## config.mk

```make
export PLATFORM = sky130hd
export DESIGN_NAME = trace_capture
export DESIGN_NICKNAME = d
export VERILOG_FILES = /design/src/rtl/trace_pkg.sv /design/src/rtl/trace_fifo.sv /design/src/rtl/trace_capture.sv
export SDC_FILE = /design/constraint.sdc
export NUM_CORES = 2
export LEC_CHECK = 0
export CAP_MARGIN = 0
export CORE_MARGIN = 5
export CORE_UTILIZATION = 59
export CTS_CLUSTER_DIAMETER = 80
export DETAILED_ROUTE_END_ITERATION = 16
export PLACE_DENSITY = 0.76
export SYNTH_ARGS = -nofsm -noshare
export SYNTH_HDL_FRONTEND = slang
export SYNTH_SLANG_ARGS = --single-unit
```

## constraint.sdc

```tcl
create_clock -name clk_i -period 8.35 [get_ports clk_i]
set_input_delay 1.2525 -clock clk_i [delete_from_list [all_inputs] [get_ports clk_i]]
set_output_delay 1.2525 -clock clk_i [all_outputs]
set_load 0.05 [all_outputs]
```

## src/rtl/trace_pkg.sv

```systemverilog
// rtl/trace_pkg.sv - shared FSM encoding and trace entry layout for trace_capture
package trace_pkg;

  typedef enum logic [1:0] {
    ST_IDLE    = 2'd0,
    ST_CAPTURE = 2'd1,
    ST_DRAIN   = 2'd2,
    ST_DONE    = 2'd3
  } state_t;

  localparam int INSTR_W = 32;
  localparam int RD_AW   = 5;

  // Packed entry, MSB first: {rd_we, rd_addr, rd_data, instr, pc, cycle}
  function automatic int entry_w(input int xlen, input int cw);
    return 1 + RD_AW + xlen + INSTR_W + xlen + cw;
  endfunction

endpackage

```

## src/rtl/trace_fifo.sv

```systemverilog
// rtl/trace_fifo.sv - trace entry buffer with head/tail/count; TRACE_WRAP_EN selects
// overwrite-oldest instead of drop when a write hits a full buffer
module trace_fifo #(
  parameter  int W     = 8,
  parameter  int DEPTH = 32,
  localparam int AW    = $clog2(DEPTH),
  localparam int CNTW  = $clog2(DEPTH + 1)
) (
  input  logic            clk,
  input  logic            rst,
  input  logic            clr,
  input  logic            wr_en,
  input  logic [W-1:0]    wr_data,
  input  logic            rd_en,
  output logic [W-1:0]    rd_data,
  output logic [CNTW-1:0] count,
  output logic            overflow
);

`ifdef TRACE_WRAP_EN
  localparam bit WRAP = 1'b1;
`else
  localparam bit WRAP = 1'b0;
`endif

  logic [W-1:0]  mem [DEPTH];
  logic [AW-1:0] head, tail;
  logic          full, empty, do_rd, wr_store, head_adv, lost;

  assign full     = (count == CNTW'(DEPTH));
  assign empty    = (count == '0);
  assign do_rd    = rd_en && !empty;
  assign wr_store = wr_en && !clr && (!full || do_rd || WRAP);
  // Overwriting the oldest entry retires it, so head moves exactly like a read.
  assign head_adv = do_rd || (wr_en && full && WRAP);
  assign lost     = wr_en && full && !do_rd;

  always_ff @(posedge clk or posedge rst) begin
    if (rst) begin
      head     <= '0;
      tail     <= '0;
      count    <= '0;
      overflow <= 1'b0;
    end else if (clr) begin
      head     <= '0;
      tail     <= '0;
      count    <= '0;
      overflow <= 1'b0;
    end else begin
      if (wr_store) tail <= tail + AW'(1);
      if (head_adv) head <= head + AW'(1);
      count <= count + CNTW'(wr_store) - CNTW'(head_adv);
      if (lost) overflow <= 1'b1;
    end
  end

  always_ff @(posedge clk) begin
    if (wr_store) mem[tail] <= wr_data;
  end

  assign rd_data = empty ? '0 : mem[head];

endmodule

```

## src/rtl/trace_capture.sv

```systemverilog
// rtl/trace_capture.sv - commit tracer: capture window FSM, cycle stamping, x0 filtering;
// buffer full policy selected by TRACE_WRAP_EN
module trace_capture
  import trace_pkg::*;
#(
  parameter  int XLEN       = 32,
  parameter  int DEPTH      = 32,
  parameter  int MAX_CYCLES = 30,
  localparam int CW         = $clog2(MAX_CYCLES + 1),
  localparam int CNTW       = $clog2(DEPTH + 1)
) (
  input  logic            clk_i,
  input  logic            rst_i,
  input  logic            start_i,
  input  logic            commit_valid_i,
  input  logic [XLEN-1:0] pc_i,
  input  logic [31:0]     instr_i,
  input  logic            rd_we_i,
  input  logic [4:0]      rd_addr_i,
  input  logic [XLEN-1:0] rd_data_i,
  output logic            out_valid_o,
  input  logic            out_ready_i,
  output logic [XLEN-1:0] out_pc_o,
  output logic [31:0]     out_instr_o,
  output logic            out_rd_we_o,
  output logic [4:0]      out_rd_addr_o,
  output logic [XLEN-1:0] out_rd_data_o,
  output logic [CW-1:0]   out_cycle_o,
  output logic [CNTW-1:0] count_o,
  output logic            busy_o,
  output logic            done_o,
  output logic            overflow_o
);

  localparam int          EW   = entry_w(XLEN, CW);
  localparam logic [CW-1:0] LAST = CW'(MAX_CYCLES - 1);

  state_t         state;
  logic [CW-1:0]  cyc;
  logic           fifo_clr, wr_en;
  logic [EW-1:0]  wr_data, rd_data;

  assign fifo_clr = start_i && (state == ST_IDLE || state == ST_DONE);
  assign wr_en    = (state == ST_CAPTURE) && commit_valid_i;
  // Writes to x0 have no architectural effect, so they are never reported as writes.
  assign wr_data  = {rd_we_i && (rd_addr_i != 5'd0), rd_addr_i, rd_data_i, instr_i, pc_i, cyc};

  trace_fifo #(.W(EW), .DEPTH(DEPTH)) u_fifo (
    .clk      (clk_i),
    .rst      (rst_i),
    .clr      (fifo_clr),
    .wr_en    (wr_en),
    .wr_data  (wr_data),
    .rd_en    (out_ready_i),
    .rd_data  (rd_data),
    .count    (count_o),
    .overflow (overflow_o)
  );

  assign {out_rd_we_o, out_rd_addr_o, out_rd_data_o, out_instr_o, out_pc_o, out_cycle_o} = rd_data;
  assign out_valid_o = (count_o != '0);

  always_ff @(posedge clk_i or posedge rst_i) begin
    if (rst_i) begin
      state  <= ST_IDLE;
      cyc    <= '0;
      busy_o <= 1'b0;
      done_o <= 1'b0;
    end else begin
      case (state)
        ST_IDLE: begin
          cyc <= '0;
          if (start_i) begin
            state  <= ST_CAPTURE;
            busy_o <= 1'b1;
          end
        end
        ST_CAPTURE: begin
          cyc <= cyc + CW'(1);
          if (cyc == LAST) state <= ST_DRAIN;
        end
        ST_DRAIN: begin
          if (count_o == '0) begin
            state  <= ST_DONE;
            busy_o <= 1'b0;
            done_o <= 1'b1;
          end
        end
        ST_DONE: begin
          if (start_i) begin
            state  <= ST_CAPTURE;
            cyc    <= '0;
            busy_o <= 1'b1;
            done_o <= 1'b0;
          end
        end
        default: state <= ST_IDLE;
      endcase
    end
  end

endmodule

```

==> results.md <==
* R2r setup slk at 3.73 ns
* Vias/cell at 6.840
* Final Max Tran Viols at 0
* Post-Syn Area at 131600 um2
* Final #Nets at 6434
* Die extent in y at 482.2 um
* DIE AREA at 232500 um2
* Yosys warning count at 0
* Total Wirelength at 317.2 mm
* VDD IR max at 0.0003411 V
* Setup violations, final at 0
* Crit path kind: reg -> out
* Syn_area_per_cell at 22.18 um2
* Final worst path period need at 7.068 ns
* Worst Path Buf+Inv at 3
* Synth cell types at 52
* Crit-path leading delay family: buffers and inverters
* Power Density at 309.4 nW/um2
* 1st-iter DRT viols at 9440
* H-tree depth at 5
* CTS max path bufs at 4
* Predominant post-synthesis flop cell: edfxtp_1
* Drt drc at 0
* Fin Setup TNS at 0 ns
* Cts hold-fix bufs at 0
* Post-layout util at 0.6670
* Leak Pwr at 46.07 nW
* Final Power at 45.83 mW
* Critical Path, Cell by Cell: buf_4 -> buf_4 -> mux4_2 -> a22oi_1 -> a31oi_1 -> a21boi_0 -> clkdlybuf4s50_1
* Worst-path fanout max at 76
* Met3 usage at 0.05369
* Top Ports at 224
* Cell Area, Placed at 137600 um2
* Gr usage total at 0.2733
* Max-Cap Viols at 0
* Worst skew pair latency at 0.97 ns
* Cells after Synth at 5932
* GRT met1 Usage at 0.3930
* Startpoint types: register
* Final instance area at 148100 um2
* CTS tree: done
* Setup Skew at 0.08850 ns
* Vias in the first global route at 66.24k
* Worst path most repeated cell: buf_4
* Num CTS Buffers at 349
* Crit-path slowest cell: buf_4
* Antenna violations before repair at 19
* Worst Tran Pin Value at 1.286 ns
* Root Driver: clkbuf_16
* Fraction of registers with async set/reset at 0.007536
* Final Hold Viols at 0
* Initial core utilization at 0.5924
* Worst setup EP type: primary output
* Worst path required time at 7.10 ns
* Worst hold-check path type: reg -> reg
* Grt met2 use at 0.4368
* Syn nets at 6060
* Drt pass-1 iters at 6
* Period Utilization, post-route at 0.8465
* EDFF count, synth at 3424
* Setup Buffers After CTS at 0
* Std-Cell Rows at 173
* Post-synthesis sequential area ratio at 0.7864
* CORE AREA at 222100 um2
* Relative slew slack at 0.1403
* Wire per inst at 33.22 um
* HPWL Detailed at 151.8 mm
* DIE WIDTH at 482.2 um
* First-pass GRT wire length at 458.9 mm
* Largest net degree at the start of global routing at 127
* Status: finished, final reports clean
* Resized Gates After CTS at 0
* RSZ-0062 raised after global routing: no
* Clk sinks at 3450
* Via count at 65.31k
* Port bufs at 223
* Max incr delay on CP at 1.07 ns
* Most Crowded Layer GR: met2
* Clock slew at reported path FFs at 0.06 ns
* GRT Residual Overflow at 0
* Fmax at 141.5 MHz
* Area delta synth->final at 12.58%
* Gpl congestion at 0.7504
* Layout cells sized above 1 at 0.2160
* Post-DRT Antenna Nets at 0
* CP Data Arrival Time at 5.82 ns
* Post-synthesis register bit count at 3450
==> metal layers <==
layer,routed length [um],up-vias
met4,8627,4
met1,119800,34440
met2,154700,4290
li1,-,26030
met3,34030,548
met5,25,-
==> kinds of logic after synthesis <==
family,Yosys count,synth area share
AOI/OAI and AO/OA,768,0.04428
xor gates and xnor gates,7,0.0004660
adders and majority gates,21,0.002054
buffers and inverters,380,0.01472
DFF,3450,0.7864
muxes,1093,0.1448
and+or+nand+nor,213,0.007275
==> cell usage after synthesis (all sizes together), types with 2 or more instances <==
| master | count | area [um2] |
|---|---|---|
| nand2 | 107 | 401.6 |
| a21oi | 34 | 170.2 |
| nand4 | 3 | 18.77 |
| inv | 25 | 93.84 |
| or3 | 4 | 25.02 |
| buf | 193 | 1235 |
| a22oi | 237 | 1779 |
| o22ai | 65 | 406.6 |
| a21boi | 84 | 630.6 |
| nand2b | 24 | 150.1 |
| a21o | 2 | 15.01 |
| mux4 | 642 | 14460 |
| and2 | 4 | 25.02 |
| edfxtp | 3424 | 102800 |
| nor2b | 7 | 43.79 |
| mux2 | 61 | 686.9 |
| clkbuf | 162 | 608.1 |
| nor2 | 45 | 168.9 |
| o221ai | 19 | 166.4 |
| o211ai | 23 | 172.7 |
| a221oi | 19 | 166.4 |
| o31ai | 4 | 30.03 |
| and3 | 2 | 12.51 |
| a31oi | 86 | 538.0 |
| xor2 | 4 | 35.03 |
| a32oi | 46 | 402.9 |
| o221a | 65 | 732.0 |
| a211oi | 66 | 495.5 |
| nand3 | 8 | 40.04 |
| mux2i | 390 | 3904 |
| dfrtp | 26 | 650.6 |
| xnor2 | 3 | 26.28 |
| nand3b | 3 | 22.52 |
| o21ai | 11 | 55.05 |
| ha | 20 | 250.2 |
==> sequential cells by signal (all words and copies together), names as in the netlist <==
register / cells
busy_o: 1
cyc: 5
done_o: 1
state: 2
u_fifo.count: 6
u_fifo.head: 5
u_fifo.mem: 3424
u_fifo.overflow: 1
u_fifo.tail: 5
==> area by class of cell <==
type / instances / area [um2]
multi-input combinational: 2102 / 26470
tap: 2975 / 3722
antenna: 17 / 42.54
inverter: 25 / 98.84
fill: 13550 / 73960
clock inverter: 177 / 1323
sequential: 3450 / 103500
clock buffer: 423 / 9180
timing repair buffer: 378 / 3796
==> layout by cell type (no fill, tap or decap), types with 7 or more instances in the layout <==
cell / instances
edfxtp_1: 3424
mux4_2: 642
mux2i_1: 390
clkbuf_16: 356
a22oi_1: 237
clkdlybuf4s50_1: 223
buf_4: 123
nand2_1: 107
clkinv_1: 91
a31oi_1: 86
a21boi_0: 84
a211oi_1: 66
o22ai_1: 65
o221a_2: 65
clkbuf_1: 65
mux2_2: 61
clkinv_2: 51
a32oi_1: 46
a21oi_1: 34
nor2_4: 33
buf_12: 32
inv_1: 24
nand2b_1: 24
o211ai_1: 23
dfrtp_1: 21
ha_1: 20
o221ai_1: 19
a221oi_1: 19
bufinv_16: 19
diode_2: 17
nor2_1: 11
o21ai_0: 11
clkinvlp_4: 8
nand3_1: 7
==> where the power goes <==
group	total (mW)	switching (mW)	leakage, nW	internal [mW]
Combinational	11.7	6.97	9.79	4.69
Sequential	19.6	0.235	31.2	19.4
Clock	14.6	6.21	5.13	8.35
==> per-stage QoR <==
step / worst slack [ns] / std cells / hold slack [ns]
2_1_floorplan: 1.044 / 5932 / 0.5272
3_3_place_gp: 2.284 / 8930 / 0.4827
3_5_place_dp: 2.294 / 8930 / 0.5246
4_1_cts: 1.222 / 9530 / 0.5383
5_1_grt: 1.171 / 9541 / 0.5628
6_report: 1.282 / 9547 / 0.5266
==> final timing paths <==
kind	startpoint	endpoint	cells after the start
worst min-delay path	u_fifo.overflow	u_fifo.overflow	2
max in group asynchronous	rst_i	u_fifo.head[2]	2
worst min register to register	u_fifo.overflow	u_fifo.overflow	2
worst max register to register	state[0]	u_fifo.mem[21][23]	9
worst max-delay path	u_fifo.head[1]	out_instr_o[4]	7
min in group asynchronous	rst_i	u_fifo.count[4]	2
==> worst register-to-register path: cells and delay by family (launching register included) <==
kind,cells,cell delay [ns]
adders and majority gates,1,0.32
and+or+nand+nor,3,1.18
buffers and inverters,4,1.75
AOI/OAI and AO/OA,1,0.54
DFF,1,0.39
Note: power is estimated with default switching activity, not from simulation.
